==> src/rtl/fifo_request_serializer_pkg.sv <==
// fifo_request_serializer_pkg: shared state encoding and field helpers for the wide-to-beat serializer.
package fifo_request_serializer_pkg;
  typedef enum logic {IDLE = 1'b0, SEND = 1'b1} state_e;
  // The last flag sits directly above the beat payload in each queue entry.
  function automatic int last_flag_pos(input int beat_width);
    return beat_width;
  endfunction
endpackage

==> src/rtl/fifo_request_serializer.sv <==
// fifo_request_serializer: captures one wide request per handshake and issues it as narrow beats with a last flag.
module fifo_request_serializer
  import fifo_request_serializer_pkg::*;
#(
  parameter int WIDE_WIDTH_IN_BITS     = 256,
  parameter int BEAT_WIDTH_IN_BITS     = 64,
  parameter int NUM_BEATS              = WIDE_WIDTH_IN_BITS / BEAT_WIDTH_IN_BITS,
  parameter int BEAT_CNT_WIDTH_IN_BITS = $clog2(NUM_BEATS)
) (
  input  logic                              clk_in,
  input  logic                              reset_in,
  input  logic [WIDE_WIDTH_IN_BITS-1:0]     request_in,
  input  logic [BEAT_CNT_WIDTH_IN_BITS-1:0] num_beats_in,
  input  logic                              request_valid_in,
  output logic                              issue_ack_out,
  output logic [BEAT_WIDTH_IN_BITS:0]       request_out,
  output logic                              request_valid_out,
  input  logic                              issue_ack_in,
  output logic                              busy_out
);
  localparam int LAST = last_flag_pos(BEAT_WIDTH_IN_BITS);
  localparam logic [BEAT_CNT_WIDTH_IN_BITS-1:0] MAX_LEN = BEAT_CNT_WIDTH_IN_BITS'(NUM_BEATS - 1);
  state_e                              state_q, state_d;
  logic [BEAT_CNT_WIDTH_IN_BITS-1:0]   cnt_q, cnt_d, len_q, len_d, len_in, cnt_nxt;
  logic [WIDE_WIDTH_IN_BITS-1:0]       req_q, req_d;
  logic [LAST:0]                       out_q, out_d;
  logic                                ack_q, ack_d, vld_q, vld_d;
  logic                                capture, beat_ack, last_beat;
  assign capture   = (state_q == IDLE) & request_valid_in & ~ack_q;
  assign beat_ack  = (state_q == SEND) & issue_ack_in;
  assign last_beat = cnt_q == len_q;
  assign len_in    = num_beats_in > MAX_LEN ? MAX_LEN : num_beats_in;
  assign cnt_nxt   = cnt_q + 1'b1;
  always_ff @(posedge clk_in or posedge reset_in)
    if (reset_in) state_q <= IDLE;
    else state_q <= state_d;
  always_comb begin
    state_d = capture ? SEND : (beat_ack & last_beat) ? IDLE : state_q;
  end
  // cnt_nxt is only used to index when the current beat is not the last, so it stays in range.
  always_comb begin
    req_d = capture ? request_in : req_q;
    len_d = capture ? len_in : len_q;
    cnt_d = capture ? '0 : (beat_ack & ~last_beat) ? cnt_nxt : cnt_q;
    ack_d = capture;
    vld_d = capture | (vld_q & ~(beat_ack & last_beat));
    out_d = capture ? {len_in == '0, request_in[BEAT_WIDTH_IN_BITS-1:0]}
          : !beat_ack ? out_q
          : last_beat ? '0
          : {cnt_nxt == len_q, req_q[int'(cnt_nxt)*BEAT_WIDTH_IN_BITS +: BEAT_WIDTH_IN_BITS]};
  end
  always_ff @(posedge clk_in or posedge reset_in)
    if (reset_in) begin
      req_q <= '0;
      len_q <= '0;
      cnt_q <= '0;
      ack_q <= 1'b0;
      vld_q <= 1'b0;
      out_q <= '0;
    end else begin
      req_q <= req_d;
      len_q <= len_d;
      cnt_q <= cnt_d;
      ack_q <= ack_d;
      vld_q <= vld_d;
      out_q <= out_d;
    end
  assign issue_ack_out     = ack_q;
  assign request_valid_out = vld_q;
  assign request_out       = out_q;
  assign busy_out          = state_q == SEND;
endmodule

==> config.mk <==
export PLATFORM = sky130hd
export DESIGN_NAME = fifo_request_serializer
export DESIGN_NICKNAME = d
export VERILOG_FILES = /design/src/rtl/fifo_request_serializer_pkg.sv /design/src/rtl/fifo_request_serializer.sv
export SDC_FILE = /design/constraint.sdc
export NUM_CORES = 1
export LEC_CHECK = 0
export ABC_AREA = 1
export BUFFER_PORTS_ARGS = -buffer_cell sky130_fd_sc_hd__buf_2
export CAP_MARGIN = 20
export CORE_ASPECT_RATIO = 0.9
export CORE_MARGIN = 3
export CORE_UTILIZATION = 50
export DETAILED_ROUTE_END_ITERATION = 12
export GPL_TIMING_DRIVEN = 1
export HOLD_SLACK_MARGIN = 0.1
export PLACE_DENSITY = 0.79
export SLEW_MARGIN = 20
export SYNTH_ARGS = -nofsm -noshare
export SYNTH_HDL_FRONTEND = slang
export SYNTH_SLANG_ARGS = --single-unit
==> constraint.sdc <==
create_clock -name clk_in -period 13.55 [get_ports clk_in]
set_input_delay 0.6775 -clock clk_in [delete_from_list [all_inputs] [get_ports clk_in]]
set_output_delay 0.6775 -clock clk_in [all_outputs]
set_load 0.05 [all_outputs]
==> reports/results.tsv <==
metric	value	unit
Tot GR Track Use	0.247	
Peak VDD IR	128	uV
post-layout power	0.00441	W
outcome	finished, final reports clean	
YS warnings	0	
root buf cell	clkbuf_16	
sw power	0.00189	W
1st-iter DRT viols	1000	
synthesized area	14900	sq um
HP Class	in2async	
worst-margin pin slew	1.05	ns
post-CTS setup repair buffer count	0	
Comb power frac	0.403	
Rows	59	
GPL Wtd Cong	0.810	
Worst-path clk slew	0.06	ns
clock share of power	0.217	
antenna violations before repair	6	
startpoint types	flop	
commonest cells in the synthesized netlist	nand2_1, dfrtp_1, inv_1	
Area growth, synth to finish	19.0	%
PwrDens	248	nW/um^2
largest net degree at the start of global routing	172	
switching share of power	0.429	
# DRC	0	
final hold violation count	0	
remaining antenna violation count	0	
CP required	13.99	ns
Vias/cell	5.04	
post-cts sizing count	0	
FF+latch count, synth	328	
CP Capture Type	flop	
Mapped Nets	2226	
share of cells above drive strength 1	0.180	
Reg power frac	0.380	
pre-CTS WS	10.12	ns
die span in x	188	um
vias in the first global route	13000	
CTS hold repair buffers	0	
WP data arrival	3.84	ns
synth top area cells	dfrtp_1, nand2_1, o21ai_0	
Final WS setup	10.14	ns
total grt overflow	0	
Die H	170	um
synthesized area per cell	7.61	sq um
Yosys cell types	17	
Max Slew Vio Count	0	
Post-synth EDFFs	0	
clk_lat worst skew	0.50	ns
Pre-Repair DR Iteration Count	5	
clk sinks	328	
asr flop ratio synth	1.00	
Syn Inst Count	1964	
global-route wire length before repair	65200	um
clk_skew	0.0143	ns
CTS tree	yes	
Yosys top cell area share	0.549	
filler cell count in the final layout	2580	
I/O Buffers	329	
period utilization	0.251	
Max-slew headroom	0.300	
Final nets	2492	
CTS buffer count	36	
predominant post-synthesis flop cell	dfrtp_1	
Pleak	9.95	nW
Setup TNS Final	0	ns
minimum clock period	3.41	ns
Peak Freq	0.294	GHz
total number of vias	13400	
initial core utilization	0.513	
Yosys top cell by area	dfrtp_1	
register area share after synthesis	0.549	
CP Max Fanout	171	
Int Power	0.00252	W
final setup violating endpoints	0	
top-count cell post-synth	nand2_1	
Die ar.	32000	sq um
core box area	29200	sq um
RSZ-0062 raised after global routing	no	
critical path class	reg2reg	
Max Cap Viol	0	
H-tree depth	2	
post-DP HPWL	25300	um
IO Pins	330	
worst-case clock buffer depth	3	
WL per Instance	15.3	um
DRT Wirelength	40700	um
==> kinds of logic (layout without fill, tap and decap cells) <==
logic type | count (synthesis) | count (layout) | share of synthesized area
AOI/OAI and AO/OA | 261 | 261 | 0.0874
buffers and inverters | 316 | 604 | 0.0906
DFF | 328 | 328 | 0.549
other | 0 | 8 | 0
and+or+nand+nor | 1059 | 1059 | 0.273
==> area by class of cell <==
cell class              instances  area [sq um]  share of cell area
flip-flops and latches        328          8210               0.462
multi-input cells            1320          5410               0.304
repair buffers                342          1750              0.0982
clock buffers                  51          1010              0.0567
inverters                     202           773              0.0435
well taps                     396           495              0.0278
clock inverters                 9           128             0.00717
diodes                          8          20.0             0.00113
==> metrics by stage <==
step / util / cell area (sq um) / hold slack [ns] / cells
after floorplan: - / 14900 / 0.449 / 1964
after global placement: 0.570 / 16600 / 0.461 / 2588
after detailed placement: 0.570 / 16600 / 0.465 / 2588
after CTS: 0.609 / 17800 / 0.349 / 2648
after global routing: 0.610 / 17800 / 0.359 / 2654
final: 0.610 / 17800 / 0.367 / 2656
==> worst paths after layout <==
check                                start              end  slack [ns]  depth (start not counted)
setup / recovery                  busy_out  request_out[13]       10.14                          8
hold / removal                    reset_in       req_q[115]        0.37                          2
setup reg to reg                  busy_out  request_out[13]       10.14                          8
hold reg to reg                  req_q[85]        req_q[85]        0.48                          2
max in group asynchronous         reset_in       req_q[152]       11.04                          4
min in group clk_in        request_in[150]       req_q[150]        0.37                          3
==> flip-flops by register name, indices dropped and copies added, names as in the netlist <==
signal and count:
busy_out 1, request_out 65, request_valid_out 1, len_q 2, issue_ack_out 1, req_q 256, cnt_q 2
==> per-layer routing <==
layer | wire, um | track usage | share of wire
met1 | 17700 | 0.348 | 0.43
met2 | 18700 | 0.396 | 0.46
met3 | 2990 | 0.0379 | 0.073
met4 | 1350 | 0.0861 | 0.033
met5 | 0 | 0 | 0
==> placed cells by master, fill, tap and decap left out, types with 4 or more instances in the layout <==
| cell type | n |
|---|---|
| nand2_1 | 912 |
| clkbuf_1 | 11 |
| nand2_2 | 4 |
| clkinv_2 | 4 |
| diode_2 | 8 |
| buf_4 | 12 |
| nand3_1 | 69 |
| dfrtp_1 | 327 |
| buf_2 | 329 |
| nor2_1 | 68 |
| a21oi_1 | 65 |
| o21ai_0 | 195 |
| clkbuf_16 | 37 |
| inv_1 | 198 |
==> power groups by stage <==
stage / Clock [W] / Sequential [W] / Combinational [W]
finish: 0.000957 / 0.00168 / 0.00177
global route: 0.00101 / 0.00172 / 0.00201
CTS: 0.000974 / 0.00167 / 0.00178
detailed placement: 0 / 0.00168 / 0.00177
global placement: 0 / 0.00166 / 0.00172
floorplan: 0 / 0.00191 / 0.00110
==> critical path, cell delays in order (launching register included) <==
cell     delay [ns]
dfrtp_1        0.42
nor2_1         0.26
nand2_4        0.45
inv_8          0.79
buf_4          0.93
nand2_1        0.19
nand2_1        0.13
inv_1          0.04
nand2_1        0.05
Power figures use the tool's default switching activity.
